$ cat src/rtl/rv32i_alu_regfile_unit_pkg.sv
// Shared width constants and ALU operation encoding for the RV32I execution slice.
// The control codes match the encoding produced by the core FSM.
package rv32i_defines;
    localparam int unsigned XLEN      = 32;
    localparam int unsigned REG_COUNT = 32;
endpackage

package alu_types;
    typedef enum logic [3:0] {
        ALU_INVALID = 4'b0000,
        ALU_AND     = 4'b0001,
        ALU_OR      = 4'b0010,
        ALU_XOR     = 4'b0011,
        ALU_SLL     = 4'b0101,
        ALU_SRL     = 4'b0110,
        ALU_SRA     = 4'b0111,
        ALU_ADD     = 4'b1000,
        ALU_SUB     = 4'b1100,
        ALU_SLT     = 4'b1101,
        ALU_SLTU    = 4'b1111
    } alu_control_t;
endpackage

$ cat src/rtl/rv32i_alu_regfile_unit_register.sv
// Generic N-bit enable register with asynchronous active-low reset.
// Used as one storage word per architectural register.
module register #(
    parameter int unsigned    N     = 32,
    parameter logic [N-1:0]   RESET = '0
) (
    input  logic         clk,
    input  logic         rst,
    input  logic         ena,
    input  logic [N-1:0] d,
    output logic [N-1:0] q
);

    always_ff @(posedge clk or negedge rst) begin
        if (!rst) begin
            q <= RESET;
        end else if (ena) begin
            q <= d;
        end
    end

endmodule

$ cat src/rtl/rv32i_alu_regfile_unit.sv
// RV32I execution slice: 32x32 register file (x0 hardwired to zero, two async
// read ports, one clocked write port) and an independent combinational ALU.
module rv32i_alu_regfile_unit
    import rv32i_defines::*;
    import alu_types::*;
#(
    parameter logic [31:0] RF_RESET = 32'h0
) (
    input  logic        clk,
    input  logic        rst,
    input  logic        wr_ena,
    input  logic [4:0]  wr_addr,
    input  logic [31:0] wr_data,
    input  logic [4:0]  rd_addr0,
    input  logic [4:0]  rd_addr1,
    output logic [31:0] rd_data0,
    output logic [31:0] rd_data1,
    input  logic [31:0] a,
    input  logic [31:0] b,
    input  logic [3:0]  control,
    output logic [31:0] result,
    output logic        overflow,
    output logic        zero,
    output logic        equal
);

    logic [XLEN-1:0] w_regs [REG_COUNT];

    assign w_regs[0] = '0;

    for (genvar gi = 1; gi < REG_COUNT; gi++) begin : g_rf
        register #(
            .N     (XLEN),
            .RESET (RF_RESET)
        ) u_reg (
            .clk (clk),
            .rst (rst),
            .ena (wr_ena && (wr_addr == 5'(gi))),
            .d   (wr_data),
            .q   (w_regs[gi])
        );
    end

    // No write-through: a read of the register being written sees the old word.
    assign rd_data0 = w_regs[rd_addr0];
    assign rd_data1 = w_regs[rd_addr1];

    logic [31:0] w_sum;
    logic [31:0] w_diff;
    logic [4:0]  w_sh;
    logic [31:0] w_result;
    logic        w_overflow;

    assign w_sum  = a + b;
    assign w_diff = a - b;
    assign w_sh   = b[4:0];

    always_comb begin
        w_result   = '0;
        w_overflow = 1'b0;
        case (alu_control_t'(control))
            ALU_AND:  w_result = a & b;
            ALU_OR:   w_result = a | b;
            ALU_XOR:  w_result = a ^ b;
            ALU_SLL:  w_result = a << w_sh;
            ALU_SRL:  w_result = a >> w_sh;
            ALU_SRA:  w_result = $unsigned($signed(a) >>> w_sh);
            ALU_ADD: begin
                w_result   = w_sum;
                w_overflow = (a[31] == b[31]) && (w_sum[31] != a[31]);
            end
            ALU_SUB: begin
                w_result   = w_diff;
                w_overflow = (a[31] != b[31]) && (w_diff[31] != a[31]);
            end
            ALU_SLT:  w_result = {31'b0, ($signed(a) < $signed(b))};
            ALU_SLTU: w_result = {31'b0, (a < b)};
            default: begin
                w_result   = '0;
                w_overflow = 1'b0;
            end
        endcase
    end

    assign result   = w_result;
    assign overflow = w_overflow;
    assign zero     = (w_result == '0);
    assign equal    = (a == b);

endmodule

$ cat config.mk
export PLATFORM = sky130hd
export DESIGN_NAME = rv32i_alu_regfile_unit
export DESIGN_NICKNAME = d
export VERILOG_FILES = /design/src/rtl/rv32i_alu_regfile_unit_pkg.sv /design/src/rtl/rv32i_alu_regfile_unit_register.sv /design/src/rtl/rv32i_alu_regfile_unit.sv
export SDC_FILE = /design/constraint.sdc
export NUM_CORES = 2
export LEC_CHECK = 0
export BUFFER_PORTS_ARGS = -buffer_cell sky130_fd_sc_hd__buf_2
export CORE_MARGIN = 4
export CORE_UTILIZATION = 45
export DETAILED_ROUTE_END_ITERATION = 7
export GPL_TIMING_DRIVEN = 0
export REMOVE_ABC_BUFFERS = 1
export SLEW_MARGIN = 20
export SYNTH_ARGS = -nofsm -noshare
export SYNTH_HDL_FRONTEND = slang
export SYNTH_SLANG_ARGS = --single-unit
$ cat constraint.sdc
create_clock -name clk -period 19.9 [get_ports clk]
set_clock_uncertainty 0.05 [all_clocks]
set_input_delay 5.97 -clock clk [delete_from_list [all_inputs] [get_ports clk]]
set_output_delay 5.97 -clock clk [all_outputs]
set_load 0.02 [all_outputs]
After elaboration in Yosys (flattened, before gate mapping)

Cells that the tools add are included.

Bitwise operators: 5
$add $sub $neg: 2
Shifts and indexed selects: 3
Equality and inequality tests: 46
Reduce and logical (&&, ||, !) cells: 34
$lt $le $gt $ge: 4
Muxes and demuxes: 8

Operators by type and width:

| kind                                                 | count |
|---|---|
| binary-select mux 32 bit (select 5 bit)              | 2 |
| one-hot mux 32 bit (10 select lines)                 | 1 |
| two-way mux 32 bit                                   | 4 |
| equality test 5 bit (second input constant)          | 16 |
| < comparator 32 bit                                  | 2 |
| equality test 5 x 4 -> 1 bit (second input constant) | 8 |
| logical AND 1 bit                                    | 33 |
| adder 32 bit                                         | 1 |
| AND 32 bit                                           | 1 |
| equality test 32 bit                                 | 1 |
| logical NOT 32 bit                                   | 1 |
| OR 32 bit                                            | 1 |
| << shifter 32 x 5 -> 32 bit                          | 1 |
| >> shifter 32 x 5 -> 32 bit                          | 1 |
| >>> shifter 32 x 5 -> 32 bit                         | 1 |
| subtractor 32 bit                                    | 1 |
| bitwise XOR 32 bit                                   | 1 |
| equality test 5 x 3 -> 1 bit (second input constant) | 4 |
| equality test 4 bit (second input constant)          | 4 |
| equality test 4 x 3 -> 1 bit (second input constant) | 3 |
| >= comparator 6 bit (second input constant)          | 2 |
| NOT 5 -> 6 bit                                       | 2 |
| equality test 5 x 2 -> 1 bit (second input constant) | 2 |
| equality test 4 x 2 -> 1 bit (second input constant) | 2 |
| 5 further kinds                                      | 7 |

Register bits: 992
Input port bits: 118

Logic depth before layout (Yosys ltp)

Depth in word-level cells: 4
Depth in mapped cells: 18
Mapped depth without buffers: 13

By module

A second synthesis with hierarchy kept.

Cells, all modules: 4480
Area total of the unflattened synthesis: 66912.9 sq um

Modules (own cells, without submodules):

| module                 | sequential area each (sq um) | area each (sq um) | cells each | instances |
|---|---|---|---|---|
| register               | 800.8                        | 1345.0            | 68         | 31 |
| rv32i_alu_regfile_unit | 0.0                          | 25216.7           | 2372       | 1 |

Worst setup path after synthesis

OpenSTA, ideal clock, no wires.

Path kind: input port to output port
From: input port b[1]
To: output port zero
Path buffers: 6
Data arrival time: 10.409 ns
Path slack: 3.471 ns
Data required time: 13.880 ns
Cell stages on the path: 18
Cell sequence: buf_4 buf_2 buf_4 buf_2 buf_2 buf_2 inv_1 ha_1 o21bai_1 o211ai_1 a31oi_1 a31oi_1 o41ai_1 mux2i_1 a221o_1 or4_1 or4_1 nor3b_2

Cells in the longest elaborated chain, start to end: 3
Elaborated cells between the ends (all ways): 12
Classes of those cells: add/sub (2); order compare (2); shift (3); mux (1); bitwise (3); reduce/logical (1)

Ends and longest elaborated chain:

| what                                            | RTL line                     | RTL |
|---|---|---|
| from (decl)                                     | rv32i_alu_regfile_unit.sv:19 | `input logic [31:0] b,` |
| subtractor 32 bit, or another cell as far along | rv32i_alu_regfile_unit.sv:55 | `assign w_diff = a - b;` |
| one-hot mux 32 bit (10 select lines) *          | rv32i_alu_regfile_unit.sv:61 | `case (alu_control_t'(control))` |
| named net result[19]                            | rv32i_alu_regfile_unit.sv:21 | `output logic [31:0] result,` |
| logical NOT 32 bit *                            | rv32i_alu_regfile_unit.sv:87 | `assign zero = (w_result == '0);` |
| to (decl)                                       | rv32i_alu_regfile_unit.sv:23 | `output logic zero,` |

The timed path passes the listed nets; every way through them passes the cells marked *.

Worst setup path after layout

From: input port b[2]
To: output port zero

Cells in the longest elaborated chain, start to end: 3
Elaborated cells between the ends (all ways): 12
Classes of those cells: add/sub (2); order compare (2); shift (3); mux (1); bitwise (3); reduce/logical (1)

Ends and longest elaborated chain:

| what                                            | RTL line |
|---|---|
| subtractor 32 bit, or another cell as far along | rv32i_alu_regfile_unit.sv:55 |
| one-hot mux 32 bit (10 select lines) *          | rv32i_alu_regfile_unit.sv:61 |
| logical NOT 32 bit *                            | rv32i_alu_regfile_unit.sv:87 |

Mark *: on every way between the ends. The rest lies on a longest branch, timed or not.

==> results.yml <==
timing:
  finalCritPeriodShare_pct: 91.3
  finalCriticalPeriod_ns: 18.17
  hold_viol_final: 0
  fmax_mhz: 55.0
  fin_tns_setup_ns: 0
  maxSlewHeadroom_pct: 14.5
  drv_slew: 0
  tightest_slew_ns: 1.27
  rsz0062_at_grt: "false"
  setup_viol: 0
  finalWorstSetupSlack_ns: 1.73
critical_path:
  rrSetupSlack_ns: 19.04
  r2r-start: "g_rf[12].u_reg.q[20]"
  crit_fanout: 54
  crit_arrival_ns: 12.15
  cp.required_ns: 13.88
  crit_start: "b[2]"
  crit_path_start_kind: "primary input"
  crit_type: "primary input to primary output"
  cp-end-kind: "primary output"
layout:
  synthToLayoutAreaGrowth_pct: 12.2
  fill_cells: 11659
  drive_gt1_share_pct: 50.4
  multi_input_area_um2: 35600
  seq_area_um2: 24800
  top_regs: "g_rf.u_reg.q (992)"
  post-route-util_pct: 50.9
  largest_reg_flops: 992
  nets: 4783
  regMostFlops: "g_rf.u_reg.q"
placed_design:
  dpl_worst_slack_ns: 1.79
  portBuffers: 216
  hpwlAfterDp_um: 134000
  gp_congestion: 1.00
clocking:
  path_clk_slew_ns: 0.06
  post_cts_resized: 0
  cts.path.max_buffers: 3
  cts_tree: "done"
  htree_levels: 3
  cts_buffers: 97
  cts_sinks: 992
  root_buffer: "clkbuf_16"
  clk_latency_ns: 0.68
  ctsHoldBuffers: 0
  cts_setup_buffers: 0
yosys:
  synth_seq_area_share_pct: 39.8
  yosysWarnings: 0
  avgSynthCellArea_um2: 13.6
  ys_types: 101
  synth_edf_count: 0
  ys_async_sr_fraction_pct: 100
  synthFlopType: "dfrtp_1"
  synth_area_um2: 62400
  synth-seq-cells: 992
  synthCells: 4576
die:
  initial_core_util_pct: 45.3
  io_pins: 217
  rows: 136
  core_area_um2: 138000
  die_w_um: 380
  die-area_um2: 145000
  die_y_um: 380
power_and_ir_drop:
  p_comb_share_pct: 26.1
  power_frac_seq_pct: 42.7
  internal_power_mw: 4.50
  p_clk_share_pct: 31.2
  switchingPower_mw: 1.79
  vdd_drop_max_v: 0.0000832
  finalPower_mw: 6.29
  power_leakage_nw: 30.1
  switching_share_pct: 28.5
  power_density_nw_per_um2: 89.9
global_routing:
  grt_max_degree: 137
  grt_pass1_vias: 44003
  grt_pass1_wl_um: 300000
  grt_antenna_before_repair: 18
  grt_util_all_layers_pct: 27.5
  overflow: 0
status:
  outcome: "finished clean"
min_path:
  worstHoldStart: "g_rf[10].u_reg.q[3]"
  hp-class: "flip-flop to flip-flop"
drt:
  final_antenna_net_count: 0
  drt_wl_total_um: 201000
  vias_per_cell: 6.66
  vias: 42930
  first_iter_violations: 3766
  wire_per_inst_um: 31.2
  firstDrtPassIters: 6
  drc: 0
run:
  maxCapViolations: 0
-- cells by family (layout without fill, tap and decap cells) --
kind of cell / Yosys count / after routing / synth area share [%]
compound gates: 553 / 553 / 6.41
xor+xnor: 15 / 15 / 0.211
fa+ha+maj: 102 / 102 / 2.07
buf+inv: 569 / 636 / 3.63
flops: 992 / 992 / 39.8
mux: 1834 / 1834 / 43.9
other cells: 0 / 6 / 0
simple gates: 511 / 511 / 4.00
-- critical path: stages --
cell and delay (ns):
buf_4 0.56, clkinv_2 0.79, ha_1 0.70, or2b_1 0.25, o211ai_1 0.17, a31oi_1 0.36, a211oi_1 0.83, o31ai_1 0.38
a2111oi_1 0.68, o21ai_0 0.19, a31o_2 0.29, nor4_1 0.38, nor3b_2 0.34, buf_2 0.23
-- placed cells by master (no fill, tap or decap), types with 11 or more instances in the layout --
cell          n
buf_6        15
clkinv_2     18
o22ai_1      16
nand3_1      45
buf_16       52
ha_1        100
a22oi_1      39
o211ai_1     36
buf_2       208
mux2_2     1150
nor3_1       41
inv_1        97
a31oi_1      11
xnor2_1      11
buf_12       21
a211oi_1     34
o31ai_1      14
nand2b_1     22
clkbuf_1     23
a21o_1       14
clkbuf_8     22
dfrtp_1     992
nor2_1      103
nor4_1       18
o21ai_0      79
buf_4        49
a22o_1       76
clkbuf_16   103
nand2_1     147
a21oi_1      96
mux4_2      607
nand4_1      16
mux2i_1      77
nor2b_1      15
-- power groups by stage --
stage / combinational, mW / clock, mW / sequential, mW
finish: 1.64 / 1.97 / 2.68
global route: 1.75 / 2.08 / 2.74
detailed placement: 1.63 / 0 / 2.71
global placement: 1.64 / 0 / 2.68
floorplan: 1.14 / 0 / 2.62
CTS: 1.64 / 2.00 / 2.68
-- layer usage --
metal / track usage (%) / vias up / wire, um
met5: 0 / - / 18
met4: 9.58 / 2 / 7360
met3: 4.83 / 378 / 14400
met2: 44.5 / 1759 / 96400
met1: 37.7 / 22955 / 83100
li1: - / 17836 / -
-- layout make-up --
class / count / area share, %
Clock buffer: 148 / 4.24
Clock inverter: 31 / 0.595
Tap cell: 1794 / 3.21
Inverter: 102 / 0.549
Timing Repair Buffer: 355 / 5.11
Sequential cell: 992 / 35.5
Antenna cell: 6 / 0.0214
Multi-Input combinational cell: 3015 / 50.8
-- cell usage after synthesis (9+ instances only) --
master,number,area [um^2]
mux2_2,1150,12900
dfrtp_1,992,24800
mux4_2,607,13700
clkbuf_1,325,1220
nand2_1,157,589
nor2_1,114,428
buf_1,103,387
ha_1,100,1250
inv_1,100,375
a21oi_1,96,480
o21ai_0,79,395
mux2i_1,77,771
a22o_1,76,666
nand3_1,45,225
nor3_1,44,220
a22oi_1,39,293
o211ai_1,36,270
a211oi_1,34,255
nand2b_1,24,150
buf_2,22,110
nor4_1,21,131
nor2b_1,20,125
nand4_1,16,100
o22ai_1,16,100
a21o_1,14,105
o31ai_1,14,105
a31oi_1,11,68.8
xnor2_1,11,96.3
a221oi_1,10,87.6
nor3b_1,10,75.1
o221ai_1,10,87.6
a211o_1,9,78.8
-- worst paths after layout --
kind	cells after the start	endpoint
max	14	zero
min	1	g_rf[10].u_reg.q[3]
max reg2reg	1	g_rf[12].u_reg.q[20]
min reg2reg	1	g_rf[10].u_reg.q[3]
max in group asynchronous	5	g_rf[28].u_reg.q[1]
min in group asynchronous	1	g_rf[23].u_reg.q[20]
-- metrics by stage --
stage / cell area [um^2] / std cells / hold slack [ns]
3_5_place_dp: 66600 / 6258 / 0.459
3_3_place_gp: 63800 / 6119 / 0.449
2_1_floorplan: 60500 / 4109 / 0.441
5_1_grt: 70000 / 6437 / 0.480
4_1_cts: 70000 / 6437 / 0.473
6_report: 70000 / 6443 / 0.469
Power figures use the tool's default switching activity.
